[config.mk]
export PLATFORM = sky130hd
export DESIGN_NAME = decode_stage
export DESIGN_NICKNAME = d
export VERILOG_FILES = /design/src/rtl/mips_pkg.sv /design/src/rtl/reg_file.sv /design/src/rtl/decode_stage.sv
export SDC_FILE = /design/constraint.sdc
export NUM_CORES = 2
export LEC_CHECK = 0
export CAP_MARGIN = 15
export CORE_MARGIN = 4
export CORE_UTILIZATION = 35
export DETAILED_ROUTE_END_ITERATION = 8
export PLACE_DENSITY_LB_ADDON = 0.05
export SLEW_MARGIN = 20
export SYNTH_ARGS = -nofsm -noshare
export SYNTH_HDL_FRONTEND = slang
export SYNTH_HIERARCHICAL = 1
export SYNTH_SLANG_ARGS = --single-unit
[constraint.sdc]
create_clock -name clk -period 3.03 [get_ports clk]
set_clock_uncertainty 0.2 [all_clocks]
set_input_delay 0.909 -clock clk [delete_from_list [all_inputs] [get_ports clk]]
set_output_delay 0.909 -clock clk [all_outputs]
set_load 0.02 [all_outputs]
[src/rtl/mips_pkg.sv]
// Shared MIPS encodings and decode types for the ID stage.
package mips_pkg;

   localparam int unsigned REG_W = 5;

   typedef logic [5:0] opcode_t;

   localparam opcode_t OP_RTYPE = 6'h00;
   localparam opcode_t OP_LW    = 6'h23;
   localparam opcode_t OP_SW    = 6'h2B;
   localparam opcode_t OP_BEQ   = 6'h04;
   localparam opcode_t OP_ADDI  = 6'h08;

   localparam logic [1:0] ALUOP_ADD   = 2'b00;
   localparam logic [1:0] ALUOP_SUB   = 2'b01;
   localparam logic [1:0] ALUOP_FUNCT = 2'b10;

   typedef struct packed {
      logic       reg_dst;
      logic       alu_src;
      logic       mem_to_reg;
      logic       reg_write;
      logic       mem_read;
      logic       mem_write;
      logic       branch;
      logic [1:0] alu_op;
      logic       illegal;
   } ctrl_t;

endpackage

[src/rtl/reg_file.sv]
// Register file: two async read ports, one posedge write port, $0 hardwired
// to zero and same-cycle write-back bypass onto the read ports.
module reg_file
   import mips_pkg::*;
#(
   parameter int unsigned NREGS = 32
) (
   input  logic             clk,
   input  logic             rst_n,
   input  logic [REG_W-1:0] rs_addr_in,
   input  logic [REG_W-1:0] rt_addr_in,
   input  logic             we_in,
   input  logic [REG_W-1:0] w_addr_in,
   input  logic [31:0]      w_data_in,
   output logic [31:0]      rs_data_out,
   output logic [31:0]      rt_data_out
);

   logic [31:0] r_regs [NREGS];
   logic        w_wr_en;

   assign w_wr_en = we_in && (w_addr_in != '0);

   always_ff @(posedge clk or negedge rst_n) begin
      if (!rst_n) begin
         for (int i = 0; i < NREGS; i++) begin
            r_regs[i] <= '0;
         end
      end else if (w_wr_en) begin
         for (int i = 1; i < NREGS; i++) begin
            if (w_addr_in == REG_W'(i)) begin
               r_regs[i] <= w_data_in;
            end
         end
      end
   end

   always_comb begin
      rs_data_out = '0;
      rt_data_out = '0;
      for (int i = 1; i < NREGS; i++) begin
         if (rs_addr_in == REG_W'(i)) rs_data_out = r_regs[i];
         if (rt_addr_in == REG_W'(i)) rt_data_out = r_regs[i];
      end
      // Bypass overrides storage; $0 is excluded because w_wr_en needs a nonzero index.
      if (w_wr_en && (w_addr_in == rs_addr_in)) rs_data_out = w_data_in;
      if (w_wr_en && (w_addr_in == rt_addr_in)) rt_data_out = w_data_in;
   end

endmodule

[src/rtl/decode_stage.sv]
// ID stage: opcode decode, register read, sign extension, load-use hazard
// detection and the ID/EX pipeline register.
module decode_stage
   import mips_pkg::*;
#(
   parameter int unsigned ADDR_W = 32,
   parameter int unsigned NREGS  = 32
) (
   input  logic              clk,
   input  logic              rst_n,
   input  logic [31:0]       instr_in,
   input  logic [ADDR_W-1:0] NPC_in,
   input  logic              flush_in,
   input  logic              wb_reg_write_in,
   input  logic [REG_W-1:0]  wb_write_reg_in,
   input  logic [31:0]       wb_write_data_in,
   output logic              hazard_out,
   output logic [ADDR_W-1:0] NPC_out,
   output logic [31:0]       read_data1_out,
   output logic [31:0]       read_data2_out,
   output logic [31:0]       sign_ext_out,
   output logic [REG_W-1:0]  rs_out,
   output logic [REG_W-1:0]  rt_out,
   output logic [REG_W-1:0]  rd_out,
   output logic              reg_dst_out,
   output logic              alu_src_out,
   output logic              mem_to_reg_out,
   output logic              reg_write_out,
   output logic              mem_read_out,
   output logic              mem_write_out,
   output logic              branch_out,
   output logic [1:0]        alu_op_out,
   output logic              illegal_out
);

   logic [REG_W-1:0]  w_rs, w_rt, w_rd;
   logic [31:0]       w_rd1, w_rd2, w_sext;
   ctrl_t             w_ctrl;
   logic              w_haz;

   logic [ADDR_W-1:0] r_npc;
   logic [31:0]       r_rd1, r_rd2, r_sext;
   logic [REG_W-1:0]  r_rs, r_rt, r_rd;
   ctrl_t             r_ctrl;

   assign w_rs   = instr_in[25:21];
   assign w_rt   = instr_in[20:16];
   assign w_rd   = instr_in[15:11];
   assign w_sext = {{16{instr_in[15]}}, instr_in[15:0]};

   reg_file #(
      .NREGS(NREGS)
   ) u_reg_file (
      .clk        (clk),
      .rst_n      (rst_n),
      .rs_addr_in (w_rs),
      .rt_addr_in (w_rt),
      .we_in      (wb_reg_write_in),
      .w_addr_in  (wb_write_reg_in),
      .w_data_in  (wb_write_data_in),
      .rs_data_out(w_rd1),
      .rt_data_out(w_rd2)
   );

   always_comb begin
      w_ctrl = '0;
      unique case (instr_in[31:26])
         OP_RTYPE: begin
            w_ctrl.reg_dst   = 1'b1;
            w_ctrl.reg_write = 1'b1;
            w_ctrl.alu_op    = ALUOP_FUNCT;
         end
         OP_LW: begin
            w_ctrl.alu_src    = 1'b1;
            w_ctrl.mem_to_reg = 1'b1;
            w_ctrl.reg_write  = 1'b1;
            w_ctrl.mem_read   = 1'b1;
            w_ctrl.alu_op     = ALUOP_ADD;
         end
         OP_SW: begin
            w_ctrl.alu_src   = 1'b1;
            w_ctrl.mem_write = 1'b1;
            w_ctrl.alu_op    = ALUOP_ADD;
         end
         OP_BEQ: begin
            w_ctrl.branch = 1'b1;
            w_ctrl.alu_op = ALUOP_SUB;
         end
         OP_ADDI: begin
            w_ctrl.alu_src   = 1'b1;
            w_ctrl.reg_write = 1'b1;
            w_ctrl.alu_op    = ALUOP_ADD;
         end
         default: w_ctrl.illegal = 1'b1;
      endcase
   end

   // Conservative: compares against rt even for formats that do not read it.
   assign w_haz      = r_ctrl.mem_read && (r_rt != '0) && ((r_rt == w_rs) || (r_rt == w_rt));
   assign hazard_out = w_haz && !flush_in;

   always_ff @(posedge clk or negedge rst_n) begin
      if (!rst_n) begin
         r_npc  <= '0;
         r_rd1  <= '0;
         r_rd2  <= '0;
         r_sext <= '0;
         r_rs   <= '0;
         r_rt   <= '0;
         r_rd   <= '0;
         r_ctrl <= '0;
      end else if (flush_in || hazard_out) begin
         r_npc  <= '0;
         r_rd1  <= '0;
         r_rd2  <= '0;
         r_sext <= '0;
         r_rs   <= '0;
         r_rt   <= '0;
         r_rd   <= '0;
         r_ctrl <= '0;
      end else begin
         r_npc  <= NPC_in;
         r_rd1  <= w_rd1;
         r_rd2  <= w_rd2;
         r_sext <= w_sext;
         r_rs   <= w_rs;
         r_rt   <= w_rt;
         r_rd   <= w_rd;
         r_ctrl <= w_ctrl;
      end
   end

   assign NPC_out        = r_npc;
   assign read_data1_out = r_rd1;
   assign read_data2_out = r_rd2;
   assign sign_ext_out   = r_sext;
   assign rs_out         = r_rs;
   assign rt_out         = r_rt;
   assign rd_out         = r_rd;
   assign reg_dst_out    = r_ctrl.reg_dst;
   assign alu_src_out    = r_ctrl.alu_src;
   assign mem_to_reg_out = r_ctrl.mem_to_reg;
   assign reg_write_out  = r_ctrl.reg_write;
   assign mem_read_out   = r_ctrl.mem_read;
   assign mem_write_out  = r_ctrl.mem_write;
   assign branch_out     = r_ctrl.branch;
   assign alu_op_out     = r_ctrl.alu_op;
   assign illegal_out    = r_ctrl.illegal;

endmodule
==> flow_summary.json <==
{
  "nets": 6681,
  "overflow": 0,
  "end_kind": "output port",
  "synthSimpleGateAreaFrac": 0.08128,
  "cts_buffers": 142,
  "gp_congestion": 0.9766,
  "grt_pass1_wl_um": 439700,
  "synth.most_common_cell": "dfrtp_1",
  "ctsLongestPathBuffers": 3,
  "r2r_end": "read_data1_out[19]",
  "hold_class": "in -> reg",
  "initial_core_util": 0.3536,
  "hold_viol_final": 0,
  "fin_crit_sh": 1.083,
  "min_path_cells": 2,
  "synth_edf_count": 0,
  "synth_top_cell_by_area": "dfrtp_1",
  "r2r_cells": 8,
  "cts_root_buf": "clkbuf_16",
  "ys_top_cells_by_area": "dfrtp_1 (47%), mux2_2 (18%), a21oi_1 (3.2%)",
  "switchingPower_mw": 14.39,
  "slew_viol_final": 0,
  "ff2ff_setup_slack_ps": 170,
  "htree_levels": 4,
  "synth_top_family_by_area": "multiplexers",
  "cp_max_fo": 2,
  "violations": "negative setup slack",
  "drive_above_1_share": 0.3799,
  "period_needed_ps": 3281,
  "via_count": 55356,
  "finalPower_mw": 46.99,
  "holdPathEnd": "rt_out[3]",
  "worstPathArrival_ps": 2170,
  "max_cap_viol_count": 0,
  "powerDensity_nw_per_um2": 590.9,
  "ys_seq_elements": 1122,
  "dr.pass1.iters": 9,
  "avgSynthCellArea_um2": 10.68,
  "ys_seq_area_frac": 0.4665,
  "die_area_um2": 178700,
  "clock_latency_ps": 810,
  "core_um2": 170200,
  "synthCells": 5635,
  "num_rows": 151,
  "synth_nets": 5740,
  "setup_ws_ps": -251.1,
  "async_flop_share": 1.000,
  "swShare": 0.3062,
  "reg2reg_from": "u_reg_file/r_regs[755]",
  "drc_errors": 0,
  "grt_pass1_vias": 55181,
  "yosysTopAreaCellShare": 0.4665,
  "status": "complete, but fails checks",
  "pwr-share-seq": 0.431,
  "synth_xor_area_frac": 0.002910,
  "antenna_found_initial": 18,
  "placed_cells": 8708,
  "post-route-util": 0.4672,
  "final_cells": 8992,
  "power.leakage_nw": 35.01,
  "tightest_slew_ps": 838.7,
  "yosys_warnings": 6,
  "yosys.area_share.adder": 0,
  "io_pins": 259,
  "grt_usage": 0.3441,
  "via_per_inst": 6.156,
  "crit_required_ps": 1920,
  "drt-initial-drc-count": 6499,
  "ir_worst_vdd_mv": 0.6141,
  "cp-start-kind": "register",
  "synth_mux_area_frac": 0.2214,
  "grt_max_degree": 95,
  "cts_tree": "built",
  "internal_power_mw": 32.60,
  "wl_per_cell_um": 35.14,
  "synth_common_cells": "dfrtp_1 (1122), mux2_2 (957), a21oi_1 (382)",
  "p_comb_frac": 0.198,
  "io_buffers": 258,
  "pwr-share-clk": 0.371,
  "whs_ps": 240.2,
  "rsz0062_at_grt": "yes",
  "holdCritStartpoint": "instr_in[19]",
  "dp_slack_ps": -1400,
  "routed_wl_um": 316000,
  "setup_violations": 6,
  "antenna_violating_nets_post_route": 0,
  "crit_type": "reg -> out",
  "synth_compound_area_frac": 0.1847,
  "synth_ff_type": "dfrtp_1",
  "synth_area_um2": 60190,
  "synthToLayoutAreaGrowth_pct": 32.14,
  "hpwl_um": 238100,
  "place_area_um2": 74030,
  "numClockSinks": 1122,
  "final.setup.tns_ps": -332.3,
  "path_clk_slew_ps": 60,
  "dieWidth_um": 422.7,
  "die_h_um": 422.7,
  "max_freq_mhz": 304.8,
  "yosys.cell_types.count": 89,
  "max_slew_margin": 0.4397,
  "design_area_um2": 79530
}
-- cell families (layout without fill, tap and decap cells) --
kind of cell,after synthesis,in the layout
XOR/XNOR,20,20
flip-flops,1122,1122
multiplexers,1185,1185
other,0,17
AND/OR/NAND/NOR,987,987
AO/OA/AOI/OAI,1711,1711
buffers and inverters,610,1655
-- cell type report --
cell class,count,area (um2)
diodes,17,42.54
flip-flops and latches,1122,28090
well taps,2295,2872
fillers,16075,90700
multi-input cells,3903,30410
repair buffers,1381,13330
inverters,26,97.59
clock buffers,212,4284
clock inverters,36,410.4
-- worst max path at each step --
stage / slack, ps / depth (start not counted) / start / end
5_1_grt: -330 / 5 / rt_out[1] / hazard_out
4_1_cts: -280 / 5 / rt_out[1] / hazard_out
6_report: -250 / 5 / rt_out[1] / hazard_out
3_3_place_gp: -1650 / 12 / wb_write_reg_in[0] / read_data2_out[9]
2_1_floorplan: -50 / 10 / instr_in[21] / read_data1_out[27]
3_5_place_dp: -1400 / 12 / instr_in[18] / read_data2_out[18]
-- layout by cell type (no fill, tap or decap), drive strengths merged, types with 16 or more instances in the layout --
cell type and instances:
clkbuf 212, o22ai 219, o221ai 94, nor2b 38, a211o 17, inv 27
o211ai 48, and2 127, buf 1134, nor3 77, a31oi 44, nor2 286
a222oi 34, clkinv 24, diode 17, nand3 47, or3 18, a21oi 383
clkdlybuf4s50 203, a221oi 88, nand2b 30, nand3b 21, a22o 17, xnor2 20
nand2 256, a22oi 80, dlygate4sd2 40, o2bb2ai 37, mux2i 123, a211oi 37
o21ai 429, mux2 1050, dfrtp 1122, o21a 18, o2111ai 16
-- critical path, cell delays in order, from the launching register on --
cell	delay, ps
dfrtp_2	420
or4_1	500
o21a_1	210
nand2_1	60
nor2_1	40
buf_4	150
-- timing repair --
action                                  4_1_cts  5_1_grt
endpoints found under the hold margin         6        0
hold buffers                                  1        0
gates resized for setup                     111       83
endpoints found under the setup margin       96       51
pin swaps                                    10       19
buffers inserted                              9       11
-- sequential cells by signal, indices dropped and copies added (netlist names), 2 cells and up --
name               count
NPC_out               32
alu_op_out             2
rd_out                 4
read_data1_out        32
read_data2_out        32
rs_out                 5
rt_out                 5
sign_ext_out          12
u_reg_file/r_regs    992
-- power groups by stage --
stage | logic [mW] | registers [mW] | clock network, mW
6_report | 9.29 | 20.3 | 17.4
5_1_grt | 9.83 | 20.5 | 18.2
4_1_cts | 9.14 | 20.2 | 17.7
3_5_place_dp | 9.07 | 20.4 | 0
3_3_place_gp | 8.95 | 20.3 | 0
2_1_floorplan | 4.95 | 19.5 | 0
-- routing by layer --
layer,global-route usage,vias up,part of all wire
li1,-,23066,-
met3,0.06498,642,0.078
met1,0.4639,28841,0.42
met4,0.1700,4,0.058
met2,0.5303,2803,0.44
met5,0,-,0.000095
No activity file was read; power rests on OpenSTA's default activity.
